## src/rtl/pipe_pkg.sv

```systemverilog
// ============================================================================
//  Module      : pipe_pkg
//  Description : Shared definitions for the skid-buffered pipeline stage:
//                stage state encoding, stage-word widths and field offsets.
//  Revision    : 1.0 - initial release
// ============================================================================
`default_nettype none

package pipe_pkg;

    // Occupancy state of a stage. 2'd3 is not a legal encoding and the
    // stage logic recovers from it to S_EMPTY.
    typedef enum logic [1:0] {
        S_EMPTY = 2'd0,
        S_ONE   = 2'd1,
        S_TWO   = 2'd2
    } stage_state_e;

    // IF/ID word: {instr, pc}
    localparam int IFID_W            = 64;
    localparam int IFID_PC_LSB       = 0;
    localparam int IFID_INSTR_LSB    = 32;

    // MEM/WB word: {rdata, alu, rd, mem_to_reg, reg_write}
    localparam int MEMWB_W           = 71;
    localparam int MEMWB_REGWR_BIT   = 0;
    localparam int MEMWB_MEM2REG_BIT = 1;
    localparam int MEMWB_RD_LSB      = 2;
    localparam int MEMWB_RD_W        = 5;
    localparam int MEMWB_ALU_LSB     = 7;
    localparam int MEMWB_RDATA_LSB   = 39;

    // Number of live entries held in a given state.
    function automatic logic [1:0] occupancy_of(input stage_state_e s);
        case (s)
            S_ONE:   occupancy_of = 2'd1;
            S_TWO:   occupancy_of = 2'd2;
            default: occupancy_of = 2'd0;
        endcase
    endfunction

endpackage

`default_nettype wire

```

## src/rtl/sat_counter.sv

```systemverilog
// ============================================================================
//  Module      : sat_counter
//  Description : Up-counter that sticks at its all-ones value. Cleared only
//                by the asynchronous reset.
//  Revision    : 1.0 - initial release
// ============================================================================
`default_nettype none

module sat_counter #(
    parameter int W = 16
) (
    input  logic         clk,
    input  logic         rst,
    input  logic         inc,
    output logic [W-1:0] count
);

    logic [W-1:0] count_q;
    logic [W-1:0] count_d;

    // Advance on inc unless already at the ceiling.
    always_comb begin
        count_d = count_q;
        if (inc && (count_q != {W{1'b1}})) begin
            count_d = count_q + 1'b1;
        end
    end

    // Counter register with asynchronous clear.
    always_ff @(posedge clk or posedge rst) begin
        if (rst) begin
            count_q <= '0;
        end else begin
            count_q <= count_d;
        end
    end

    assign count = count_q;

endmodule

`default_nettype wire

```

## src/rtl/pipe_stage_skid.sv

```systemverilog
// ============================================================================
//  Module      : pipe_stage_skid
//  Description : Pipeline-stage register with valid/ready handshake, a
//                one-entry skid buffer, synchronous flush and a saturating
//                back-pressure counter.
//  Revision    : 1.0 - initial release
// ============================================================================
`default_nettype none

module pipe_stage_skid
    import pipe_pkg::*;
#(
    parameter int DATA_W            = MEMWB_W,
    parameter bit FLUSH_CLEARS_DATA = 1'b0,
    parameter int CNT_W             = 16
) (
    input  logic              clk,
    input  logic              rst,
    input  logic              flush,
    input  logic              in_valid,
    output logic              in_ready,
    input  logic [DATA_W-1:0] in_data,
    output logic              out_valid,
    input  logic              out_ready,
    output logic [DATA_W-1:0] out_data,
    output logic [1:0]        occupancy,
    output logic [CNT_W-1:0]  stall_cnt
);

    stage_state_e      state_q, state_d;
    logic [DATA_W-1:0] main_q, main_d;
    logic [DATA_W-1:0] skid_q, skid_d;

    logic in_fire;
    logic out_fire;
    logic stall_inc;

    // in_ready looks only at state (and reset) so downstream ready never
    // reaches upstream combinationally; the skid entry absorbs the lag.
    assign in_ready  = (state_q != S_TWO) & ~rst;
    assign out_valid = (state_q != S_EMPTY);
    assign occupancy = occupancy_of(state_q);
    assign out_data  = main_q;

    assign in_fire   = in_valid & in_ready;
    assign out_fire  = out_valid & out_ready;
    assign stall_inc = out_valid & ~out_ready & ~flush;

    // Next-state and payload steering; flush overrides every fire.
    always_comb begin
        state_d = state_q;
        main_d  = main_q;
        skid_d  = skid_q;
        if (flush) begin
            state_d = S_EMPTY;
            if (FLUSH_CLEARS_DATA) begin
                main_d = '0;
                skid_d = '0;
            end
        end else begin
            case (state_q)
                S_EMPTY: begin
                    if (in_fire) begin
                        main_d  = in_data;
                        state_d = S_ONE;
                    end
                end
                S_ONE: begin
                    if (in_fire && out_fire) begin
                        main_d  = in_data;
                    end else if (in_fire) begin
                        skid_d  = in_data;
                        state_d = S_TWO;
                    end else if (out_fire) begin
                        state_d = S_EMPTY;
                    end
                end
                S_TWO: begin
                    if (out_fire) begin
                        main_d  = skid_q;
                        state_d = S_ONE;
                    end
                end
                default: begin
                    state_d = S_EMPTY;
                end
            endcase
        end
    end

    // State and payload registers, cleared immediately by reset.
    always_ff @(posedge clk or posedge rst) begin
        if (rst) begin
            state_q <= S_EMPTY;
            main_q  <= '0;
            skid_q  <= '0;
        end else begin
            state_q <= state_d;
            main_q  <= main_d;
            skid_q  <= skid_d;
        end
    end

    sat_counter #(
        .W (CNT_W)
    ) u_stall_cnt (
        .clk   (clk),
        .rst   (rst),
        .inc   (stall_inc),
        .count (stall_cnt)
    );

endmodule

`default_nettype wire

```

## config.mk

```make
export PLATFORM = sky130hd
export DESIGN_NAME = pipe_stage_skid
export DESIGN_NICKNAME = d
export VERILOG_FILES = /design/src/rtl/pipe_pkg.sv /design/src/rtl/sat_counter.sv /design/src/rtl/pipe_stage_skid.sv
export SDC_FILE = /design/constraint.sdc
export NUM_CORES = 1
export LEC_CHECK = 0
export BUFFER_PORTS_ARGS = -buffer_cell sky130_fd_sc_hd__buf_2
export CELL_PAD_IN_SITES_DETAIL_PLACEMENT = 0
export CELL_PAD_IN_SITES_GLOBAL_PLACEMENT = 1
export CORE_MARGIN = 2
export CORE_UTILIZATION = 44
export CTS_BUF_LIST = sky130_fd_sc_hd__clkbuf_4 sky130_fd_sc_hd__clkbuf_8
export CTS_CLUSTER_DIAMETER = 150
export DETAILED_ROUTE_END_ITERATION = 16
export PLACE_DENSITY = 0.86
export SYNTH_ARGS = -nofsm -noshare
export SYNTH_HDL_FRONTEND = slang
export SYNTH_HIERARCHICAL = 1
export SYNTH_SLANG_ARGS = --single-unit
```

## constraint.sdc

```tcl
create_clock -name clk -period 5.3 [get_ports clk]
set_clock_uncertainty 0.05 [all_clocks]
set_input_delay 0 -clock clk [delete_from_list [all_inputs] [get_ports clk]]
set_output_delay 0 -clock clk [all_outputs]
set_load 0.02 [all_outputs]
```

==> impl_metrics.tcl <==
set metrics [dict create \
    overflow 0 \
    status "finished, final reports clean" \
    max_freq_mhz 344.4 \
    pwr_density_cell_nw_per_um2 352.4 \
    slew_headroom_pct 23.99 \
    clkSinkCount 160 \
    irDropWorstVdd_v 0.0001668 \
    cts_max_level 4 \
    critPathTopFamily "buffers and inverters" \
    max_cap_violations 0 \
    clk_latency_ps 430 \
    mostFrequentLayoutCells "166 x buf_2, 160 x dfrtp_1, 77 x nor2_1" \
    cp_cell_sequence "or4b_1 -> a31oi_4 -> buf_4 -> buf_4 -> nor2_1 -> a21oi_1" \
    drt_wl_total_um 15460 \
    critical_path_arrival_ps 3220 \
    cts_setup_buffers 0 \
    netlist_instances 550 \
    drv_slew 0 \
    cp.depth 6 \
    rsz0062_at_grt "no" \
    viasPerCell 5.175 \
    cts-buffers-inserted 17 \
    post_cts_resize_count 0 \
    yosysTopAreaCellShare_pct 58.81 \
    routedWlPerCell_um 15.73 \
    drc 0 \
    yosys.area.top_type "dfrtp_1" \
    dpl_cell_area_sq_um 7792 \
    grt_first_pass_wirelength_um 25230 \
    path_common_cell "buf_4" \
    holdCritPathClass "in2async" \
    ys_seq_area_share_pct 58.81 \
    fin_crit_sh_pct 54.79 \
    post-dp-hpwl_um 9727 \
    first_iter_violations 266 \
    crit_slowest_cell "buf_4" \
    vias 5087 \
    grt_max_degree 81 \
    yosys_warnings 6 \
    cts.reportedPaths.clkPinSlew_ps 80 \
    die_x_um 128.4 \
    mostFrequentLayoutCell "buf_2" \
    antenna-diode-count 0 \
    clockBufferDepth 2 \
    setup_violations 0 \
    path_buf_inv 2 \
    fillCellCount 1242 \
    place.gp.congestion 0.7705 \
    netlist_area_sq_um 6808 \
    reg2reg_depth 6 \
    grt_use_total_pct 19.41 \
    grt_pass1_vias 5339 \
    ios 167 \
    syn_nets 627 \
    syn_to_final_growth_pct 30.84 \
    reg2reg_to "out_data[67]" \
    finalHoldViolations 0 \
    crit_path_max_fanout 80 \
    row_count 45 \
    crit_path_end_kind "flip-flop" \
    slowest_delay_ps 720 \
    start_util_pct 44.95 \
    tightest_slew_ps 1139 \
    syn_avg_cell_area_sq_um 12.38 \
    synth.distinct_cells 36 \
    tritoncts "yes" \
    root_buffer "clkbuf_8" \
    die_h_um 128.4 \
    crit_type "reg2reg" \
    crit_start "state_q[1]" \
    synth_seq_cells 160 \
    die_area_sq_um 16480 \
    r2r_slack_ps 2400 \
    final_area_sq_um 8907 \
    post-route-min-period_ps 2904 \
    drt_pass1_iterations 4 \
    fin_setup_tns_ps 0 \
    core_sq_um 15150 \
    r2r_start "state_q[1]" \
    portBuffers 166 \
    critPathRequiredTime_ps 5610 \
    synth.area.top_cells "dfrtp_1 59%, mux2_2 12%, mux2i_1 11%" \
    endpoint "out_data[67]" \
    finalNetCount 861 \
    antenna_found_initial 0 \
    p_leak_nw 4.385 \
    worstSetupStartpointType "flip-flop" \
    ant_nets 0 \
    drive_above_1_share_pct 35.85 \
]
==> worst min path at each step <==
stage	to	cells after the start
final	u_stall_cnt/count[14]	3
after global routing	u_stall_cnt/count[14]	3
after CTS	u_stall_cnt/count[14]	3
after detailed placement	u_stall_cnt/count[14]	2
after global placement	u_stall_cnt/count[14]	2
after floorplan	u_stall_cnt/count[0]	1
==> where the power goes <==
group / total, mW / switching (mW) / internal (mW)
combinational: 0.706 / 0.398 / 0.307
clock: 0.843 / 0.420 / 0.423
sequential: 1.59 / 0.139 / 1.45
total: 3.14 / 0.957 / 2.18
==> repair_timing <==
item	4_1_cts	5_1_grt
endpoints found under the hold margin	235	0
hold buffers	75	0
setup endpoints to repair	0	0
==> final cells by class <==
type	instances	area, sq um	share of cell area (%)
multi-input cells	356	2673	30.00
clock inverters	5	57.56	0.6462
flip-flops and latches	160	4004	44.95
repair buffers	245	1612	18.09
inverters	4	20.02	0.2248
well taps	188	235.2	2.641
clock buffers	25	306.5	3.441
==> cells in the mapped netlist (all sizes together) <==
library cell,number
a21o,1
a21oi,73
a31oi,2
and2,1
and3,5
and4,4
buf,19
clkbuf,11
clkinv,1
dfrtp,160
ha,1
inv,3
mux2,73
mux2i,72
nand2,10
nand2b,2
nand3,8
nand3b,1
nand4,7
nand4bb,1
nor2,77
nor2b,2
nor3,1
nor4,1
o21a,1
or3b,1
or4b,1
xnor2,11
==> state kept, by name (all words and copies together), names as in the netlist <==
name	flops
u_stall_cnt/count	16
out_data	71
state_q	2
skid_q	71
==> routing by layer <==
layer / vias up / GRT usage, % / wire (um)
met5: - / 0 / 0
met4: 0 / 9.308 / 411
met3: 29 / 4.158 / 680
met2: 131 / 33.57 / 8021
met1: 2522 / 23.16 / 6344
li1: 2405 / - / -
==> kinds of logic after synthesis <==
kind of cell | after synthesis | share of synthesized area (%)
and+or+nand+nor | 122 | 8.785
buffers and inverters | 34 | 2.279
DFF | 160 | 58.81
muxes | 145 | 22.66
xor gates and xnor gates | 11 | 1.415
AOI/OAI and AO/OA | 77 | 5.863
adders and majority gates | 1 | 0.1838
==> worst register-to-register path: stages, from the launching register on <==
cell     delay [ps]
dfrtp_1         450
or4b_1          600
a31oi_4         150
buf_4           530
buf_4           740
nor2_1          150
a21oi_1         160
==> per-stage QoR <==
| step | hold WS, ps | power, mW | std cells | util [%] | setup WS (ps) |
|---|---|---|---|---|---|
| floorplan | -136.3 | 2.015 | 550 | - | 1384 |
| global placement | 109.2 | 2.237 | 878 | 51.45 | 2553 |
| detailed placement | 128.5 | 2.279 | 878 | 51.45 | 2400 |
| CTS | 184.5 | 3.170 | 983 | 58.81 | 2395 |
| global route | 257.1 | 3.313 | 983 | 58.81 | 2164 |
| finish | 206.8 | 3.139 | 983 | 58.81 | 2396 |
Note: power is estimated with default switching activity, not from simulation.
